==> src/rtl/vending_fsm_if.sv <==
// ----------------------------------------------------------------------------
// vending_fsm_if
// Customer-facing signal bundle of the vending transaction controller.
//
//   Requests (driven by the master, i.e. the coin/keypad front end):
//     coin_valid   coin present this cycle
//     coin_type    00=5c, 01=10c, 10=25c, 11=counterfeit
//     sel_valid    product selection strobe
//     sel          product index 0..3
//     cancel       refund request
//   Responses (driven by the slave, i.e. vending_fsm), all registered:
//     credit       current credit in cents
//     coin_reject  one-cycle pulse, coin returned
//     insufficient one-cycle pulse, selection refused
//     dispense     one-cycle pulse, release product
//     dispense_id  product index, valid while dispense=1
//     change_valid one-cycle pulse, pay out change_amt
//     change_amt   change in cents, valid while change_valid=1
//     busy         high while vending or paying change
// ----------------------------------------------------------------------------
interface vending_fsm_if;
  logic       coin_valid;
  logic [1:0] coin_type;
  logic       sel_valid;
  logic [1:0] sel;
  logic       cancel;
  logic [7:0] credit;
  logic       coin_reject;
  logic       insufficient;
  logic       dispense;
  logic [1:0] dispense_id;
  logic       change_valid;
  logic [7:0] change_amt;
  logic       busy;

  modport master (
    output coin_valid, coin_type, sel_valid, sel, cancel,
    input  credit, coin_reject, insufficient, dispense, dispense_id,
           change_valid, change_amt, busy
  );

  modport slave (
    input  coin_valid, coin_type, sel_valid, sel, cancel,
    output credit, coin_reject, insufficient, dispense, dispense_id,
           change_valid, change_amt, busy
  );
endinterface

==> src/rtl/vending_fsm.sv <==
// ----------------------------------------------------------------------------
// vending_fsm
// Vending machine transaction controller: accepts coins, accumulates credit,
// checks a product selection against its price, issues a one-cycle dispense
// pulse and then pays out any remaining credit as change. It is the only
// owner of customer credit. Every output is driven straight from a register.
//
// Ports:
//   clk    system clock, rising edge
//   rst_n  asynchronous active-low reset; drops credit without paying change
//   bus    vending_fsm_if.slave (coin/selection requests, credit/pulse outputs)
//
// Optional feature macro: VEND_TIMEOUT_EN
//   When defined, credit left idle for TIMEOUT_CYCLES cycles in CREDIT is
//   refunded automatically, exactly as if cancel had been pressed.
//   When undefined, credit is held indefinitely.
// ----------------------------------------------------------------------------
module vending_fsm #(
  parameter int PRICE0         = 15,
  parameter int PRICE1         = 25,
  parameter int PRICE2         = 40,
  parameter int PRICE3         = 65,
  parameter int MAX_CREDIT     = 100,
  parameter int TIMEOUT_CYCLES = 1000
) (
  input  logic          clk,
  input  logic          rst_n,
  vending_fsm_if.slave  bus
);

  // Credit arithmetic is 8-bit; larger limits would silently wrap.
  if (MAX_CREDIT < 0 || MAX_CREDIT > 255) begin : g_bad_max_credit
    $error("vending_fsm: MAX_CREDIT must lie in 0..255");
  end
  if (TIMEOUT_CYCLES < 1 || TIMEOUT_CYCLES > 65535) begin : g_bad_timeout
    $error("vending_fsm: TIMEOUT_CYCLES must lie in 1..65535");
  end

  localparam logic [8:0] MAX_CREDIT_9 = 9'(MAX_CREDIT);

  typedef enum logic [1:0] {
    S_IDLE   = 2'd0,
    S_CREDIT = 2'd1,
    S_VEND   = 2'd2,
    S_CHANGE = 2'd3
  } state_t;

  function automatic logic [7:0] coin_value(input logic [1:0] ct);
    case (ct)
      2'b00:   coin_value = 8'd5;
      2'b01:   coin_value = 8'd10;
      2'b10:   coin_value = 8'd25;
      default: coin_value = 8'd0;
    endcase
  endfunction

  function automatic logic [7:0] price_of(input logic [1:0] idx);
    case (idx)
      2'd0:    price_of = 8'(PRICE0);
      2'd1:    price_of = 8'(PRICE1);
      2'd2:    price_of = 8'(PRICE2);
      default: price_of = 8'(PRICE3);
    endcase
  endfunction

  state_t     state_q, state_d;
  logic [7:0] credit_q, credit_d;
  logic [1:0] sel_q, sel_d;
  logic       coin_reject_q, coin_reject_d;
  logic       insufficient_q, insufficient_d;
  logic       dispense_q, dispense_d;
  logic [1:0] dispense_id_q, dispense_id_d;
  logic       change_valid_q, change_valid_d;
  logic [7:0] change_amt_q, change_amt_d;
  logic       busy_q, busy_d;

  // Qualifiers shared by the FSM and the optional idle counter.
  logic       coin_acc;
  logic       sel_ref;
  logic       timeout_fire;

  // Credit after the offered coin, one bit wider so the limit test is exact.
  logic [8:0] coin_sum;
  logic       coin_ok;

  assign coin_sum = {1'b0, credit_q} + {1'b0, coin_value(bus.coin_type)};
  assign coin_ok  = (bus.coin_type != 2'b11) && (coin_sum <= MAX_CREDIT_9);

`ifdef VEND_TIMEOUT_EN
  localparam logic [15:0] TIMEOUT_LAST = 16'(TIMEOUT_CYCLES - 1);

  logic [15:0] idle_cnt_q, idle_cnt_d;

  // Fires on the TIMEOUT_CYCLES-th consecutive idle cycle spent in CREDIT.
  assign timeout_fire = (state_q == S_CREDIT) && (idle_cnt_q == TIMEOUT_LAST);

  always_comb begin
    idle_cnt_d = 16'd0;
    if (state_q == S_CREDIT && state_d == S_CREDIT && !coin_acc && !sel_ref) begin
      idle_cnt_d = idle_cnt_q + 16'd1;
    end
  end

  always_ff @(posedge clk or negedge rst_n) begin
    if (!rst_n) begin
      idle_cnt_q <= 16'd0;
    end else begin
      idle_cnt_q <= idle_cnt_d;
    end
  end
`else
  assign timeout_fire = 1'b0;
`endif

  // Next-state and output decode.
  always_comb begin
    state_d        = state_q;
    credit_d       = credit_q;
    sel_d          = sel_q;
    coin_reject_d  = 1'b0;
    insufficient_d = 1'b0;
    dispense_d     = 1'b0;
    dispense_id_d  = 2'd0;
    change_valid_d = 1'b0;
    change_amt_d   = 8'd0;
    coin_acc       = 1'b0;
    sel_ref        = 1'b0;

    case (state_q)
      S_IDLE, S_CREDIT: begin
        // Cancel only means something once credit exists; a timeout is a
        // self-issued cancel.
        if ((bus.cancel && state_q == S_CREDIT) || timeout_fire) begin
          state_d       = S_CHANGE;
          coin_reject_d = bus.coin_valid;
        end else if (bus.sel_valid && credit_q >= price_of(bus.sel)) begin
          state_d       = S_VEND;
          sel_d         = bus.sel;
          coin_reject_d = bus.coin_valid;
        end else begin
          // A refused selection does not block a coin in the same cycle.
          if (bus.sel_valid) begin
            sel_ref        = 1'b1;
            insufficient_d = 1'b1;
          end
          if (bus.coin_valid) begin
            if (coin_ok) begin
              coin_acc = 1'b1;
              credit_d = coin_sum[7:0];
              state_d  = S_CREDIT;
            end else begin
              coin_reject_d = 1'b1;
            end
          end
        end
      end

      S_VEND: begin
        dispense_d    = 1'b1;
        dispense_id_d = sel_q;
        credit_d      = credit_q - price_of(sel_q);
        coin_reject_d = bus.coin_valid;
        state_d       = S_CHANGE;
      end

      S_CHANGE: begin
        change_valid_d = (credit_q != 8'd0);
        change_amt_d   = credit_q;
        credit_d       = 8'd0;
        coin_reject_d  = bus.coin_valid;
        state_d        = S_IDLE;
      end

      default: begin
        state_d  = S_IDLE;
        credit_d = 8'd0;
      end
    endcase

    // Registered from the next state so busy lines up with the state itself.
    busy_d = (state_d == S_VEND) || (state_d == S_CHANGE);
  end

  // State and output registers.
  always_ff @(posedge clk or negedge rst_n) begin
    if (!rst_n) begin
      state_q        <= S_IDLE;
      credit_q       <= 8'd0;
      sel_q          <= 2'd0;
      coin_reject_q  <= 1'b0;
      insufficient_q <= 1'b0;
      dispense_q     <= 1'b0;
      dispense_id_q  <= 2'd0;
      change_valid_q <= 1'b0;
      change_amt_q   <= 8'd0;
      busy_q         <= 1'b0;
    end else begin
      state_q        <= state_d;
      credit_q       <= credit_d;
      sel_q          <= sel_d;
      coin_reject_q  <= coin_reject_d;
      insufficient_q <= insufficient_d;
      dispense_q     <= dispense_d;
      dispense_id_q  <= dispense_id_d;
      change_valid_q <= change_valid_d;
      change_amt_q   <= change_amt_d;
      busy_q         <= busy_d;
    end
  end

  assign bus.credit       = credit_q;
  assign bus.coin_reject  = coin_reject_q;
  assign bus.insufficient = insufficient_q;
  assign bus.dispense     = dispense_q;
  assign bus.dispense_id  = dispense_id_q;
  assign bus.change_valid = change_valid_q;
  assign bus.change_amt   = change_amt_q;
  assign bus.busy         = busy_q;

endmodule

==> src/flat_wrapper.sv <==
// flat-port wrapper written by rule: the top's interface ports become plain ports
module vending_fsm_flat 
#(
  parameter int PRICE0         = 15,
  parameter int PRICE1         = 25,
  parameter int PRICE2         = 40,
  parameter int PRICE3         = 65,
  parameter int MAX_CREDIT     = 100,
  parameter int TIMEOUT_CYCLES = 1000
)
  (clk, rst_n, bus_coin_valid, bus_coin_type, bus_sel_valid, bus_sel, bus_cancel, bus_credit, bus_coin_reject, bus_insufficient, bus_dispense, bus_dispense_id, bus_change_valid, bus_change_amt, bus_busy);
  vending_fsm_if bus_i ();
  input  logic clk;
  input  logic rst_n;
  input wire logic [$bits(bus_i.coin_valid)-1:0] bus_coin_valid;
  input wire logic [$bits(bus_i.coin_type)-1:0] bus_coin_type;
  input wire logic [$bits(bus_i.sel_valid)-1:0] bus_sel_valid;
  input wire logic [$bits(bus_i.sel)-1:0] bus_sel;
  input wire logic [$bits(bus_i.cancel)-1:0] bus_cancel;
  output wire logic [$bits(bus_i.credit)-1:0] bus_credit;
  output wire logic [$bits(bus_i.coin_reject)-1:0] bus_coin_reject;
  output wire logic [$bits(bus_i.insufficient)-1:0] bus_insufficient;
  output wire logic [$bits(bus_i.dispense)-1:0] bus_dispense;
  output wire logic [$bits(bus_i.dispense_id)-1:0] bus_dispense_id;
  output wire logic [$bits(bus_i.change_valid)-1:0] bus_change_valid;
  output wire logic [$bits(bus_i.change_amt)-1:0] bus_change_amt;
  output wire logic [$bits(bus_i.busy)-1:0] bus_busy;
  assign bus_i.coin_valid = bus_coin_valid;
  assign bus_i.coin_type = bus_coin_type;
  assign bus_i.sel_valid = bus_sel_valid;
  assign bus_i.sel = bus_sel;
  assign bus_i.cancel = bus_cancel;
  assign bus_credit = bus_i.credit;
  assign bus_coin_reject = bus_i.coin_reject;
  assign bus_insufficient = bus_i.insufficient;
  assign bus_dispense = bus_i.dispense;
  assign bus_dispense_id = bus_i.dispense_id;
  assign bus_change_valid = bus_i.change_valid;
  assign bus_change_amt = bus_i.change_amt;
  assign bus_busy = bus_i.busy;
  vending_fsm #(.PRICE0(PRICE0), .PRICE1(PRICE1), .PRICE2(PRICE2), .PRICE3(PRICE3), .MAX_CREDIT(MAX_CREDIT), .TIMEOUT_CYCLES(TIMEOUT_CYCLES)) u_core (.clk(clk), .rst_n(rst_n), .bus(bus_i));
endmodule
==> config.mk <==
export PLATFORM = sky130hd
export DESIGN_NAME = vending_fsm_flat
export DESIGN_NICKNAME = d
export VERILOG_FILES = /design/src/rtl/vending_fsm_if.sv /design/src/rtl/vending_fsm.sv /design/src/flat_wrapper.sv
export SDC_FILE = /design/constraint.sdc
export NUM_CORES = 1
export LEC_CHECK = 0
export CAP_MARGIN = 20
export CORE_UTILIZATION = 55
export CTS_CLUSTER_SIZE = 12
export DETAILED_ROUTE_END_ITERATION = 8
export GPL_ROUTABILITY_DRIVEN = 0
export HOLD_SLACK_MARGIN = 0.1
export PLACE_DENSITY = 0.89
export SYNTH_ARGS = -nofsm -noshare
export SYNTH_HDL_FRONTEND = slang
export SYNTH_SLANG_ARGS = --single-unit
==> constraint.sdc <==
create_clock -name clk -period 6.35 [get_ports clk]
set_clock_uncertainty 0.2 [all_clocks]
set_input_delay 1.27 -clock clk [delete_from_list [all_inputs] [get_ports clk]]
set_output_delay 1.27 -clock clk [all_outputs]
set_load 0.01 [all_outputs]
Word level (Yosys, flattened, before mapping)
Cells that the tools add are included.
Word-level totals
  flip-flop bits (word level): 27
  bits of input ports: 9
  word-level logic and storage cells: 73
Operators by class
  add/sub/neg operators: 2
  $lt $le $gt $ge: 2
  equality and inequality tests: 16
  mux-type cells: 29
  bitwise logic cells: 1
  reduce and logical (&&, ||, !) cells: 13
Operators by type and width (number)
  two-way mux 8 bit: 8
  case mux 7 bit (3 select lines): 2
  case mux 8 bit (3 select lines): 1
  case mux 5 bit (3 select lines): 1
  equality test 2 bit, second input constant: 7
  two-way mux 1 bit: 10
  two-way mux 2 bit: 5
  adder 8 x 5 -> 9 bit: 1
  <= comparator 9 x 7 -> 1 bit, second input constant: 1
  equality test 2 x 1 -> 1 bit, second input constant: 4
  greater-or-equal comparator 8 bit: 1
  zero test 2 bit: 4
  inequality test 2 bit, second input constant: 4
  nonzero test 8 bit: 1
  subtractor 8 bit: 1
  case mux 2 bit (3 select lines): 1
  AND reduction 4 bit: 1
  OR reduction 2 bit: 2
  logical AND 1 bit: 3
  AND reduction 3 bit: 1
  inequality test 2 x 1 -> 1 bit, second input constant: 1
  case mux 1 bit (2 select lines): 1
  logical OR 1 bit: 1
  NOT 1 bit: 1

Logic depth before layout (Yosys ltp)
Gate-level depths: netlist of run 1.
  depth after elaboration: 12
  gate-level depth with buffers: 11
  depth with buffers taken out: 11

Worst setup path before layout of run 1
No wires, ideal clock.
  kind: input -> register
  start point: input bus_coin_type[0]
  end point: register u_core.credit_q[6], in the netlist u_core.bus.credit[6]
  setup time: 69 ps
  data arrival time: 3523 ps
  setup slack: 2559 ps
  stages on the path: 11
  buffers on the path: 0
  cell sequence: inv_1 > ha_1 > inv_1 > fa_1 > nor2b_1 > o211ai_1 > a21bo_2 > a41oi_2 > o211ai_4 > or4_1 > nand3_1
On the way
  word-level cells in the longest chain between the ends: 8
  elaborated cells between the ends (all ways): 15
  those cells by class: add/sub (1); order compare (1); eq/ne (4); mux (6); reduce/logical (3)
Ends and longest elaborated chain
  from (decl): RTL line flat_wrapper.sv:16  | input wire logic [$bits(bus_i.coin_type)-1:0] bus_coin_type;
  branches (longest 8 deep; another with adder 8 x 5 -> 9 bit)
  to (signal assigned): RTL line vending_fsm.sv:199  | credit_q <= credit_d;
  to (decl): RTL line vending_fsm.sv:67  | logic [7:0] credit_q, credit_d;
Several ways; the timed one is not identified. The select of a mux whose other input is x is not followed.
A chain may end at the register's enable or synchronous reset.

Worst setup path after layout of run 1
Same ends and word-level chain as after synthesis.

==> summary.md, run 1 <==
| Metric | Value |
|---|---|
| Worst path slowest cell | `or4_1` |
| R2R cell count | `9` |
| Clock tree from TritonCTS | `built` |
| Post-layout util | `0.7088` |
| Slew Limit Headroom | `0.6579` |
| Sink of the worst hold path | `u_core.bus.dispense_id[0]` |
| Setup CP Type | `in2reg` |
| CP Cell Sequence | `clkdlybuf4s50_1, inv_1, ha_1, inv_1, fa_1, nor2b_1, o211ai_1, a21bo_2, a41oi_2, o211ai_4, or4_1, nand3_1` |
| Slew @ Worst Pin | `0.5132 ns` |
| CP Data Arrival Time | `about 4.4 ns` |
| Cell mode on critical path | `inv_1` |
| Final wirelength | `between 4000 and 5000 µm` |
| Num CTS Buffers | `3` |
| All-Layer GR Usage | `0.2716` |
| Row count | `21` |
| Max Fclk | `231.2 MHz` |
| PortBufs | `31` |
| Largest net degree at the start of global routing | `28` |
| Ys async rst share | `1.000` |
| Period utilization | `0.6813` |
| Drt pass-1 iters | `4` |
| Post-synthesis sequential area ratio | `0.3321` |
| Vias in the first global route | `about 1700` |
| Inst Count DP | `roughly 290` |
| Wirelength per Cell | `between 15 and 20 µm` |
| Sequential Power Share | `0.288` |
| Clk buf depth | `2` |
| Post-synth EDFFs | `0` |
| Flops & latches, synth | `27` |
| Area Overhead vs Synth | `19.93%` |
| Largest delay share family, worst path | `simple AND/OR/NAND/NOR gates` |
| Reg2reg start | `u_core.bus.credit[1]` |
| Postcts setup bufs | `0` |
| Net Sw Power | `between 0.5 and 0.6 mW` |
| Final ANT Viol Nets | `0` |
| Logic pwr share | `0.625` |
| Core area | `between 3000 and 4000 µm²` |
| Share of layout cells above drive strength 1 | `0.07377` |
| Synthesized area per cell | `approximately 9.6 µm²` |
| Buffers and inverters on the worst path | `3` |
| Clk_lat worst skew | `between 0.2 and 0.3 ns` |
| Remaining DRCs | `0` |
| Critical path peak fanout | `9` |
| Reg clk slew, reported paths | `around 0.090 ns` |
| Total negative slack | `0 ns` |
| TritonCTS sink count | `27` |
| Min-delay worst type | `reg2reg` |
| Vias | `around 1700` |
| Mapped Area | `~2000 µm²` |
| Crit end category | `flip-flop` |
| Worst Min Path Start | `u_core.sel_q[0]` |
| CTS HTree Levels | `1` |
| Pwr Total | `around 1.1 mW` |
| VDD IR max | `between 0.2 and 0.3 mV` |
| Minimum clock period | `approximately 4.3 ns` |
| DRT iter0 DRCs | `~120` |
| Post-synth top area share | `0.3321` |
| Most frequent cell after synthesis | `dfrtp_1` |
| Max-capacitance violation count | `0` |
| Critical path required time | `6.37 ns` |
| Boundary pin count | `32` |
| Leakage | `approximately 1.2 nW` |
| # hold bufs at CTS | `0` |
| Fin cells | `290` |
| RSZ-0062 raised after global routing | `no` |
| Max Slew Vio Count | `0` |
| ANT cells | `0` |
| Die H | `between 60 and 70 µm` |
| DR vias/cell | `roughly 6` |
| Critical path startpoint | `bus_coin_type[0]` |
| First-pass GRT wire length | `8155 µm` |
| Clock power frac | `0.088` |
| Setup violations, final | `0` |
| Switching share of power | `0.4491` |
| Hold Violations, Final | `0` |
| Die ar. | `between 3000 and 4000 µm²` |
| Grt total ovfl | `0` |
| Worst setup SP type | `input pin` |
| Synth top area cells | `dfrtp_1 33%, ha_1 14%, a21oi_1 3.4%` |
| Flop2flop setup slack | `3.06 ns` |
| Initial antenna violation count | `0` |
| Post-layout net count | `279` |
| Worst path max stage delay | `0.50 ns` |
| Root cell of the clock tree | `clkbuf_8` |
| Ys flop type | `dfrtp_1` |
| Power Density | `469.8 nW/µm²` |
| Worst R2R End | `u_core.bus.credit[6]` |
| Yosys top cell by area | `dfrtp_1` |
| Post-cts repair resize count | `0` |
| Initial core utilization | `0.5911` |
| Internal Power | `around 0.63 mW` |
| Top post-synthesis cells by count | `27 x dfrtp_1, 23 x ha_1, 17 x inv_1, 14 x a21oi_1, 14 x nand2_1` |
| Die width | `62.82 µm` |
| Ys Warns | `0` |
| Status | `finished, final reports clean` |
| Syn nets | `~250` |
| Cells after Synth | `213` |
| Worst hold stages | `1` |
| Synth cell types | `51` |
| Hpwl dp | `3567 µm` |
==> per-stage QoR <==
step                instance area, µm²  hold slack [ns]  worst slack [ns]
floorplan                         2034           0.3227             2.559
global placement                  2391           0.4121             1.955
detailed placement                2391           0.4281             1.772
CTS                               2440           0.4500             2.060
global route                      2440           0.5014             1.874
finish                            2440           0.4439             2.024
==> worst max path at each step <==
stage	endpoint	slack (ns)	depth (start not counted)
detailed placement	u_core.bus.credit[6]	1.77	12
global route	u_core.bus.credit[6]	1.87	12
CTS	u_core.bus.credit[6]	2.06	12
finish	u_core.bus.credit[6]	2.02	12
floorplan	u_core.bus.credit[6]	2.56	11
global placement	u_core.bus.credit[6]	1.95	10
==> sequential cells by signal, indices dropped and copies added (netlist names), 2 cells and up <==
name                    cells
u_core.bus.change_amt       8
u_core.sel_q                2
u_core.state_q              2
u_core.bus.dispense_id      2
u_core.bus.credit           8
==> power by group through the flow <==
stage               Clock (mW)  Combinational (mW)  Sequential [mW]
finish                   0.101               0.716            0.330
CTS                      0.101               0.713            0.327
floorplan                    0               0.511            0.302
global placement             0               0.684            0.329
detailed placement           0               0.706            0.331
global route             0.108               0.790            0.341
==> layer usage <==
metal	part of all wire	GRT usage	wire, µm
met1	0.44	0.3620	2088
met2	0.46	0.4226	2217
met3	0.061	0.04197	292
met4	0.036	0.1453	172
met5	0	0	0
==> cell type report <==
cell class	count	area (µm²)
Clock buffer	3	41.29
Clock inverter	1	7.507
Sequential cell	27	675.6
Inverter	18	67.56
Fill cell	253	1002
Tap cell	46	57.56
Timing Repair Buffer	32	317.8
Multi-Input combinational cell	163	1272
==> layout by cell type, fill, tap and decap left out, types with 3 or more instances in the layout <==
cell | netlist | routed
nor4_1 | 4 | 4
and3_1 | 7 | 7
or2_2 | 4 | 4
nor2_1 | 12 | 12
mux2i_1 | 5 | 5
ha_1 | 23 | 23
nand2_1 | 14 | 14
nand2b_1 | 7 | 7
o21ai_0 | 8 | 8
inv_1 | 17 | 17
clkdlybuf4s50_1 | 0 | 31
nor3_1 | 4 | 4
clkbuf_8 | 0 | 3
o211ai_1 | 3 | 3
o22ai_1 | 4 | 4
a21o_1 | 3 | 3
a21oi_1 | 14 | 14
nor2b_1 | 4 | 4
xnor2_1 | 5 | 5
and2_1 | 4 | 4
dfrtp_1 | 27 | 27
==> cells by family (layout without fill, tap and decap cells) <==
| logic type | after synthesis | count (layout) | share of synthesized area |
|---|---|---|---|
| AOI/OAI and AO/OA | 55 | 55 | 0.2122 |
| xor gates and xnor gates | 6 | 6 | 0.02583 |
| adders and majority gates | 25 | 25 | 0.1611 |
| buffers and inverters | 23 | 54 | 0.04243 |
| DFF | 27 | 27 | 0.3321 |
| muxes | 7 | 7 | 0.03567 |
| and+or+nand+nor | 70 | 70 | 0.1906 |
(Power assumes the default switching activity.)
==> inputs of run 2 (changes only) <==
- CORE_UTILIZATION: 55 -> 54
- PLACE_DENSITY: 0.89 -> 0.88
- clock period: 6.35 -> 4.4 ns (I/O delays scaled with it)
==> run 2 against run 1 <==
  * Sequential share of layout area unchanged
  * Global-route usage down 1.1 points
  * Non-clock buffer count unchanged
  * Sequential power up 45%
  * Register-to-register slack worse by 1.9 ns
  * Power up 45%
  * Flip-flop and latch count unchanged
  * Clock power up 48%
  * Combinational power up 44%
==> summary.md, run 2 (synthesis gave the netlist of run 1 again) <==
| Metric | Value |
|---|---|
| Final ANT Viol Nets | `0` |
| Max Fclk | `between 200 and 300 MHz` |
| Die ar. | `approximately 4000 µm²` |
| Leakage | `about 1.2 nW` |
| Pwr Total | `around 1.7 mW` |
| Worst R2R End | `u_core.bus.credit[6]` |
| Vias | `1760` |
| CP Cell Sequence | `clkdlybuf4s50_1, inv_1, ha_1, inv_1, fa_1, nor2b_1, o211ai_1, a21bo_2, a41oi_2, o211ai_4, or4_1, nand3_1` |
| Num CTS Buffers | `3` |
| Row count | `21` |
| Vias in the first global route | `1752` |
| Remaining DRCs | `0` |
| RSZ-0062 raised after global routing | `no` |
| Worst path slowest cell | `or4_1` |
| TritonCTS sink count | `27` |
| Period utilization | `0.8826` |
| ANT cells | `0` |
| Cell mode on critical path | `inv_1` |
| Hpwl dp | `between 3000 and 4000 µm` |
| Pre-CTS WS | `0.2852 ns` |
| Hold Violations, Final | `0` |
| Minimum clock period | `between 3 and 4 ns` |
| Root cell of the clock tree | `clkbuf_8` |
| Clk buf depth | `2` |
| DR vias/cell | `6.069` |
| Power Density | `just under 700 nW/µm²` |
| Setup violations, final | `0` |
| R2R cell count | `9` |
| VDD IR max | `around 0.42 mV` |
| Setup WS post-layout | `approximately 0.52 ns` |
| CTS HTree Levels | `1` |
| Min-delay worst type | `reg2reg` |
| Area Overhead vs Synth | `19.93%` |
| Initial antenna violation count | `0` |
| Boundary pin count | `32` |
| Setup CP Type | `in2reg` |
| All-Layer GR Usage | `0.2602` |
| Max-capacitance violation count | `0` |
| # hold bufs at CTS | `0` |
| Worst hold stages | `1` |
| Largest delay share family, worst path | `compound AO/OA/AOI/OAI gates` |
| Postcts setup bufs | `0` |
| Sink of the worst hold path | `u_core.bus.dispense_id[0]` |
| Clk_lat worst skew | `0.28 ns` |
| Reg clk slew, reported paths | `roughly 0.1 ns` |
| DRT iter0 DRCs | `94` |
| Design area | `2440 µm²` |
| Drt pass-1 iters | `4` |
| Largest net degree at the start of global routing | `28` |
| Share of layout cells above drive strength 1 | `0.07377` |
| First-pass GRT wire length | `between 8000 and 9000 µm` |
| Clock tree from TritonCTS | `built` |
| Max Slew Vio Count | `0` |
| Min Hold Slack | `between 0.4 and 0.5 ns` |
| Initial core utilization | `0.5866` |
| Die H | `approximately 63 µm` |
| Post-layout net count | `279` |
| Post-cts repair resize count | `0` |
| Slew @ Worst Pin | `between 0.5 and 0.6 ns` |
| Die width | `approximately 63 µm` |
| Crit end category | `flip-flop` |
| Status | `finished, final reports clean` |
| Final wirelength | `roughly 4800 µm` |
| Core area | `between 3000 and 4000 µm²` |
| Reg2reg start | `u_core.bus.credit[1]` |
| Total negative slack | `0 ns` |
| Buffers and inverters on the worst path | `3` |
| Wirelength per Cell | `between 15 and 20 µm` |
| Most common cell after layout, fill and taps aside | `clkdlybuf4s50_1` |
| Slew Limit Headroom | `0.6291` |
| Worst Min Path Start | `u_core.sel_q[0]` |
| CP Data Arrival Time | `just under 4 ns` |
| Critical path required time | `about 4.4 ns` |
| Grt total ovfl | `0` |
| Filler Cells Inserted | `about 270` |
| Placed inst area | `around 2400 µm²` |
| Flop2flop setup slack | `around 1.2 ns` |
| PortBufs | `31` |
| Worst setup SP type | `input pin` |
| Critical path peak fanout | `9` |
| Most frequent cells in the layout | `31 x clkdlybuf4s50_1, 27 x dfrtp_1, 23 x ha_1, 17 x inv_1` |
| Worst path max stage delay | `a little under 0.5 ns` |
run 2: cell counts in the layout (fill, tap and decap cells not counted):
No cell type changed its count.
run 2: final cells by class:
cell class / count / area [µm²] / area share
Clock buffer: 3 / 41.29 / 0.01692
Timing Repair Buffer: 32 / 317.8 / 0.1303
Inverter: 18 / 67.56 / 0.02769
Sequential cell: 27 / 675.6 / 0.2769
Tap cell: 46 / 57.56 / 0.02359
Multi-Input combinational cell: 163 / 1272 / 0.5215
Clock inverter: 1 / 7.507 / 0.003077
run 2: how the worst max path moves through the flow:
stage / startpoint / slack (ns) / depth (start not counted) / to
after floorplan: bus_coin_type[0] / 1.0 / 11 / u_core.bus.credit[6]
after global placement: bus_coin_type[0] / 0.40 / 12 / u_core.bus.credit[6]
after detailed placement: bus_coin_type[0] / 0.29 / 12 / u_core.bus.credit[6]
after CTS: bus_coin_type[0] / 0.56 / 12 / u_core.bus.credit[6]
after global routing: bus_coin_type[0] / 0.31 / 12 / u_core.bus.credit[6]
final: bus_coin_type[0] / 0.52 / 12 / u_core.bus.credit[6]
run 2: metal layers:
layer,up-vias,GRT usage,part of all wire
met2,87,0.4149,0.46
met1,825,0.3533,0.44
met5,-,0,0
li1,829,-,-
met3,19,0.03442,0.068
met4,0,0.1080,0.035
run 2: report_power, final:
| part | switching, mW | total, mW | leakage, nW | internal (mW) |
|---|---|---|---|---|
| Sequential | 0.148 | 0.480 | 0.352 | 0.332 |
| Clock | 0.0842 | 0.149 | 0.0217 | 0.0645 |
| Combinational | 0.519 | 1.03 | 0.787 | 0.515 |
run 2: stage by stage:
| step | instances | utilization |
|---|---|---|
| global route | 290 | 0.7035 |
| detailed placement | 286 | 0.6894 |
| global placement | 286 | 0.6894 |
| floorplan | 213 | - |
| CTS | 290 | 0.7035 |
| finish | 290 | 0.7035 |
